### config.mk
export PLATFORM = sky130hd
export DESIGN_NAME = scratch_pad_stream_reader
export DESIGN_NICKNAME = d
export VERILOG_FILES = /design/src/rtl/scratch_pad_stream_reader.sv
export SDC_FILE = /design/constraint.sdc
export NUM_CORES = 1
export LEC_CHECK = 0
export CAP_MARGIN = 40
export CORE_MARGIN = 3
export CORE_UTILIZATION = 54
export CTS_CLUSTER_SIZE = 8
export DETAILED_ROUTE_END_ITERATION = 10
export GPL_TIMING_DRIVEN = 0
export PLACE_DENSITY_LB_ADDON = 0.3
export SLEW_MARGIN = 40
export SYNTH_ARGS = -nofsm -noshare
export SYNTH_HDL_FRONTEND = slang
export SYNTH_SLANG_ARGS = --single-unit
### constraint.sdc
create_clock -name clk -period 6.8 [get_ports clk]
set_input_delay 1.02 -clock clk [delete_from_list [all_inputs] [get_ports clk]]
set_output_delay 1.02 -clock clk [all_outputs]
set_load 0.02 [all_outputs]
### src/rtl/scratch_pad_stream_reader.sv
// Read-side client for one scratch_pad port: issues sequential reads under a credit
// limit and streams the in-order returns through a local FIFO to the consumer.
module scratch_pad_stream_reader #(
  parameter int WIDTH       = 64,
  parameter int ADDR_WIDTH  = 12,
  parameter int COUNT_WIDTH = 16,
  parameter int FIFO_DEPTH  = 16
) (
  input  logic                   clk,
  input  logic                   rst,
  input  logic                   start,
  input  logic [ADDR_WIDTH-1:0]  base_addr,
  input  logic [COUNT_WIDTH-1:0] count,
  output logic                   busy,
  output logic                   done,
  output logic                   sp_rd_en,
  output logic [ADDR_WIDTH-1:0]  sp_addr,
  input  logic                   sp_full,
  input  logic [WIDTH-1:0]       sp_q,
  input  logic                   sp_valid,
  output logic                   sp_stall,
  output logic [WIDTH-1:0]       out_data,
  output logic                   out_valid,
  input  logic                   out_stall
);

  localparam int PW = $clog2(FIFO_DEPTH);
  localparam int CW = PW + 1;

  typedef enum logic [1:0] {IDLE, ISSUE, DRAIN, DONE} state_t;

  state_t                 state, state_nxt;
  logic [ADDR_WIDTH-1:0]  addr_reg;
  logic [COUNT_WIDTH-1:0] remaining;
  logic [CW-1:0]          outstanding;
  logic [CW-1:0]          fifo_count;
  logic [PW-1:0]          rd_ptr, wr_ptr;
  logic [WIDTH-1:0]       mem [FIFO_DEPTH];
  logic [CW:0]            credit_used;
  logic                   issue, push, pop, fifo_full, fifo_empty;

  // Every issued read owns a FIFO slot until it is popped, so a return never overflows.
  assign credit_used = {1'b0, outstanding} + {1'b0, fifo_count};
  assign fifo_full   = (fifo_count == CW'(FIFO_DEPTH));
  assign fifo_empty  = (fifo_count == '0);
  assign issue       = (state == ISSUE) && (remaining != '0) && !sp_full &&
                       (credit_used < (CW+1)'(FIFO_DEPTH));
  assign pop         = !fifo_empty && !out_stall;
  // Returns with nothing outstanding are stale reads from before a reset.
  assign push        = sp_valid && (outstanding != '0) && (!fifo_full || pop);

  assign busy      = (state != IDLE);
  assign done      = (state == DONE);
  assign sp_rd_en  = issue;
  assign sp_addr   = addr_reg;
  assign sp_stall  = fifo_full && (outstanding != '0);
  assign out_valid = !fifo_empty;
  assign out_data  = mem[rd_ptr];

  always_comb begin
    state_nxt = state;
    case (state)
      IDLE:    if (start) state_nxt = (count != '0) ? ISSUE : DONE;
      ISSUE:   if (issue && (remaining == COUNT_WIDTH'(1))) state_nxt = DRAIN;
      DRAIN:   if ((outstanding == '0) && fifo_empty) state_nxt = DONE;
      DONE:    state_nxt = IDLE;
      default: state_nxt = IDLE;
    endcase
  end

  always_ff @(posedge clk) begin
    if (rst) begin
      state       <= IDLE;
      addr_reg    <= '0;
      remaining   <= '0;
      outstanding <= '0;
      fifo_count  <= '0;
      rd_ptr      <= '0;
      wr_ptr      <= '0;
    end else begin
      state <= state_nxt;
      if ((state == IDLE) && start && (count != '0)) begin
        addr_reg  <= base_addr;
        remaining <= count;
      end else if (issue) begin
        addr_reg  <= addr_reg + ADDR_WIDTH'(1);
        remaining <= remaining - COUNT_WIDTH'(1);
      end
      case ({issue, push})
        2'b10:   outstanding <= outstanding + CW'(1);
        2'b01:   outstanding <= outstanding - CW'(1);
        default: outstanding <= outstanding;
      endcase
      case ({push, pop})
        2'b10:   fifo_count <= fifo_count + CW'(1);
        2'b01:   fifo_count <= fifo_count - CW'(1);
        default: fifo_count <= fifo_count;
      endcase
      if (push) wr_ptr <= wr_ptr + PW'(1);
      if (pop)  rd_ptr <= rd_ptr + PW'(1);
    end
  end

  always_ff @(posedge clk) begin
    if (push) mem[wr_ptr] <= sp_q;
  end

endmodule

# Word level (Yosys, flattened, before mapping)
# Memory sizes are Yosys's and may differ from the RTL's. A register that Yosys moved wholly into a read port is not among the register bits.
# Index checks and enable logic that the tools add are counted.
# op_classes
n_eq_ne	12
magnitude_cmp	1
n_bitwise	0
n_shift	0
div_mod_pow	0
muxes	15
reduce_logical	27
n_mul	0
addsub	9
# ops
cell	n
$mux W16	2
$reduce_bool A16 Y1	2
$mux W12	2
$pmux W5 S2	2
$eq A16 B1 Y1 const B	1
$sub A16 B1 Y16 const B	1
$add A12 B1 Y12 const B	1
$logic_and A1 B1 Y1	11
$add A5 B1 Y5 const B	2
$logic_not A5 Y1	2
$sub A5 B1 Y5 const B	2
$add A4 B1 Y4 const B	2
$eq A2 B2 Y1 const B	4
$mux W2	4
$mux W4	2
$pmux W2 S4	1
$reduce_bool A2 Y1	4
$add A5 B5 Y6	1
$eq A2 B1 Y1 const B	3
$lt A6 B5 Y1 const B	1
$eq A5 B5 Y1 const B	1
$reduce_bool A5 Y1	1
$logic_not A1 Y1	4
$ne A2 B2 Y1 const B	2
other kinds (5)	6
# word_totals
elab_cells	72
output_inout_bits	81
mem_bits_ro	0
reg_bits	48
ram_bits	1024
latch_bits	0
input_bits	98
n_memories	1
# mem_list
memory	depth	word_bits	rd	rd_ports_with_merged_regs	wr	line	rtl
mem	16	64	1	1	1	38	logic [WIDTH-1:0] mem [FIFO_DEPTH];

# Logic depth before layout (Yosys ltp)
# logic_depth
ltp_word	7
mapped_depth	15
mapped_depth_nobuf	13

# Worst setup path after synthesis
# Ideal clock, no wire load.
# synth_timing
path_kind	input -> register
startpoint	in sp_valid
endpoint	mem mem[0][0] (enable)
setup_ps	565
path_buffers	1
path_slack_ps	202
required_time_ps	6235
path_stages	5
t_arrival_ps	6033
cell_sequence	o21a_1 and2_1 clkbuf_1 nand2_1 nor3_1
# synth_via
elab_chain_len	4
# synth_lines
element	line	rtl
start, declared	20	input logic sp_valid,
$logic_and A1 B1 Y1 (2 in series)	50	assign push = sp_valid && (outstanding != '0) && (!fifo_full || pop);
named net push	40	logic issue, push, pop, fifo_full, fifo_empty;
$mux W1	105	if (push) mem[wr_ptr] <= sp_q;
$mux W1 (implied by the code)	105	
end, declared	38	
# The timed path passes the listed nets, and every way through them passes these cells.

==> flow_metrics.py <==
metrics = {
    "yosys": {
        "synth_top_area_share": 0.739,
        "syn_area_sq_um": 41600,
        "synth-warning-count": 0,
        "yosys_register_bits": 1076,
        "synthTopCellsByArea": "edfxtp_1 (74%), mux4_2 (17%), dfxtp_1 (2.5%), ha_1 (0.75%), nor2_1 (0.56%)",
        "synth-seq-area-share": 0.764,
        "synth_largest_area_cell": "edfxtp_1",
        "synth.distinct_cells": 56,
        "yosys-top-cells-count": "edfxtp_1 (1024), mux4_2 (320), nor2_1 (62)",
        "syn-instance-count": 1814,
        "postSynth.asyncResetShare": 0,
        "ys.flop_type": "edfxtp_1",
        "synth-edff-count": 1024,
        "yosys.cell_count.top_type": "edfxtp_1",
        "syn_nets": 1938,
        "syn_avg_cell_area_sq_um": 22.9,
    },
    "floorplan": {
        "fp.dieH_um": 284,
        "rows": 101,
        "start_util": 0.547,
        "core_sq_um": 76100,
        "io_pins": 179,
        "dieWidth_um": 284,
        "die_area_sq_um": 80400,
    },
    "clock_tree": {
        "h-tree-depth": 4,
        "numCtsBuffers": 152,
        "clock_sinks": 1076,
        "tritoncts": "yes",
        "cts_setup_buffers": 0,
        "cts_resized": 0,
        "cts.path.max_buffers": 3,
        "clk_latency_ns": 0.72,
        "clkTransAtPathRegs_ns": 0.05,
        "root_buffer": "clkbuf_16",
        "ctsHoldBuffers": 0,
    },
    "sta": {
        "max_freq_ghz": 0.190,
        "hold_viol_final": 0,
        "rsz0062_at_grt": "false",
        "finalSetupViolCount": 0,
        "drv_slew": 0,
        "relSlewSlack": 0.397,
        "period_share": 0.776,
        "worst_slew_pin_slew_ns": 0.905,
        "fin_worst_skew_ns": 0.0239,
        "tns_ns": 0,
        "period_needed_ns": 5.28,
    },
    "global_route": {
        "grt_pass1_vias": 22900,
        "grt_start_max_net_pins": 17,
        "grt-ovfl-total": 0,
        "grt_use_total": 0.268,
        "grt_pass1_wl_um": 156000,
        "antenna_found_initial": 10,
    },
    "setup_path": {
        "cp_cell_sequence": "clkbuf_1 -> clkbuf_1 -> buf_2 -> mux4_2 -> mux4_2 -> clkdlybuf4s50_1",
        "cp_slowest_stage_delay_ns": 0.71,
        "cp.depth": 6,
        "worstRegToRegCells": 13,
        "reg2reg_from": "outstanding[2]",
        "critPathLaunchType": "register",
        "arrival_ns": 4.26,
        "crit_fanout": 10,
        "setup.worst_path.class": "register to output port",
        "ff2ff_setup_slack_ns": 2.95,
        "worstPathRequired_ns": 5.78,
        "cp-end-kind": "output port",
        "cp_top_family": "buffers and inverters",
        "slowest_stage": "clkbuf_1",
        "r2r_end": "mem[1][34]",
        "worst-path-buf-inv": 4,
    },
    "hold_path": {
        "holdPathEnd": "remaining[11]",
        "holdPathStages": 2,
        "holdCritPathClass": "register to register",
        "min-delay-start": "remaining[11]",
    },
    "flow_run": {
        "cap_violations": 0,
    },
    "routing": {
        "vias_per_cell": 6.48,
        "drt_pre_antenna_iters": 7,
        "drt-initial-drc-count": 2567,
        "wl_um": 106000,
        "final_antenna_net_count": 0,
        "routedWlPerCell_um": 31.9,
        "drc": 0,
        "vias": 21600,
    },
    "final_layout": {
        "utilization": 0.666,
        "syn2layout_area_growth_pct": 21.8,
        "final_cells": 3330,
        "drive_gt1_frac": 0.303,
        "fillers": 4691,
        "fin_nets": 2394,
    },
    "power_and_ir_drop": {
        "power.leakage_nw": 16.0,
        "p_total_mw": 18.6,
        "power_density_nw_per_um2": 367,
        "ir_drop_mv": 0.271,
    },
    "place": {
        "dp.cells": 3143,
        "gp_congestion": 0.834,
        "post-dp-hpwl_um": 63100,
        "port_buffers": 178,
    },
    "status": {
        "status": "completed",
    },
}
## flip-flops by register name, indices dropped and copies added, names as in the netlist, named ones only
| name | count |
|---|---|
| fifo_count | 5 |
| mem | 1024 |
| outstanding | 5 |
| rd_ptr | 4 |
| remaining | 16 |
| sp_addr | 12 |
| state | 2 |
| wr_ptr | 4 |
## how the worst max path moves through the flow
stage | from | slack, ns | to
2_1_floorplan | sp_valid | 0.20 | mem[0][0]
3_3_place_gp | sp_valid | -6.28 | mem[0][34]
3_5_place_dp | sp_valid | 2.24 | mem[1][36]
4_1_cts | register | 1.44 | out_data[63]
5_1_grt | register | 1.42 | out_data[63]
6_report | register | 1.52 | out_data[63]
## kinds of logic (layout without fill, tap and decap cells)
family                   Yosys count  in the layout  synth area share
flip-flops                      1076           1076             0.764
AO/OA/AOI/OAI                     88             88            0.0164
other                              0              7                 0
AND/OR/NAND/NOR                  161            161            0.0202
XOR/XNOR                          24             24           0.00505
buffers and inverters            115            594            0.0120
adder cells (fa/ha/maj)           26             26           0.00800
multiplexers                     324            324             0.174
## area by class of cell
cell class / instances / area, sq um / area share
Multi-Input combinational cell: 623 / 9430 / 0.186
Clock inverter: 8 / 108 / 0.00212
Inverter: 20 / 75.1 / 0.00148
Sequential cell: 1076 / 31800 / 0.627
Antenna cell: 7 / 17.5 / 0.000346
Clock buffer: 169 / 3960 / 0.0782
Buffer: 95 / 449 / 0.00886
Tap cell: 1030 / 1290 / 0.0254
Timing Repair Buffer: 302 / 3560 / 0.0702
## through the flow
step	setup slack (ns)	area (sq um)	hold WS, ns
after floorplan	0.202	41600	0.472
after global placement	-6.28	44700	0.499
after detailed placement	2.24	46500	0.521
after CTS	1.44	50600	0.530
after global routing	1.42	50700	0.538
final	1.52	50700	0.532
## placed cells by master, fill, tap and decap left out, types with 8 or more instances in the layout
| cell type | instances |
|---|---|
| xnor2_1 | 16 |
| dfxtp_1 | 52 |
| or3_1 | 10 |
| nor2_4 | 12 |
| clkbuf_2 | 16 |
| nand3_1 | 8 |
| a21oi_1 | 18 |
| buf_4 | 32 |
| ha_1 | 25 |
| inv_1 | 19 |
| o21ai_0 | 11 |
| buf_16 | 37 |
| clkbuf_16 | 156 |
| buf_2 | 62 |
| nand2_1 | 20 |
| clkdlybuf4s50_1 | 178 |
| edfxtp_1 | 1024 |
| buf_8 | 24 |
| a211oi_1 | 12 |
| a311oi_1 | 15 |
| nor2_1 | 50 |
| nand4_1 | 9 |
| xor2_1 | 8 |
| clkbuf_1 | 54 |
| mux4_2 | 320 |
## per-layer routing
metal,track usage,part of all wire,up-vias
met2,0.454,0.52,1343
met3,0.0643,0.095,234
met4,0.0935,0.031,6
li1,-,-,8639
met1,0.345,0.36,11300
met5,0,0.00041,-
## power breakdown
group	internal, mW	switching [mW]
clock	4.05	2.59
combinational	2.06	2.22
sequential	7.53	0.146
total	13.6	4.95
## worst register-to-register path: cells and delay by family (launching register included)
family                 cells  cell delay, ns
AOI/OAI and AO/OA          1            0.21
and+or+nand+nor            4            0.89
DFF                        1            0.48
buffers and inverters      8            1.97
Power figures use the tool's default switching activity.
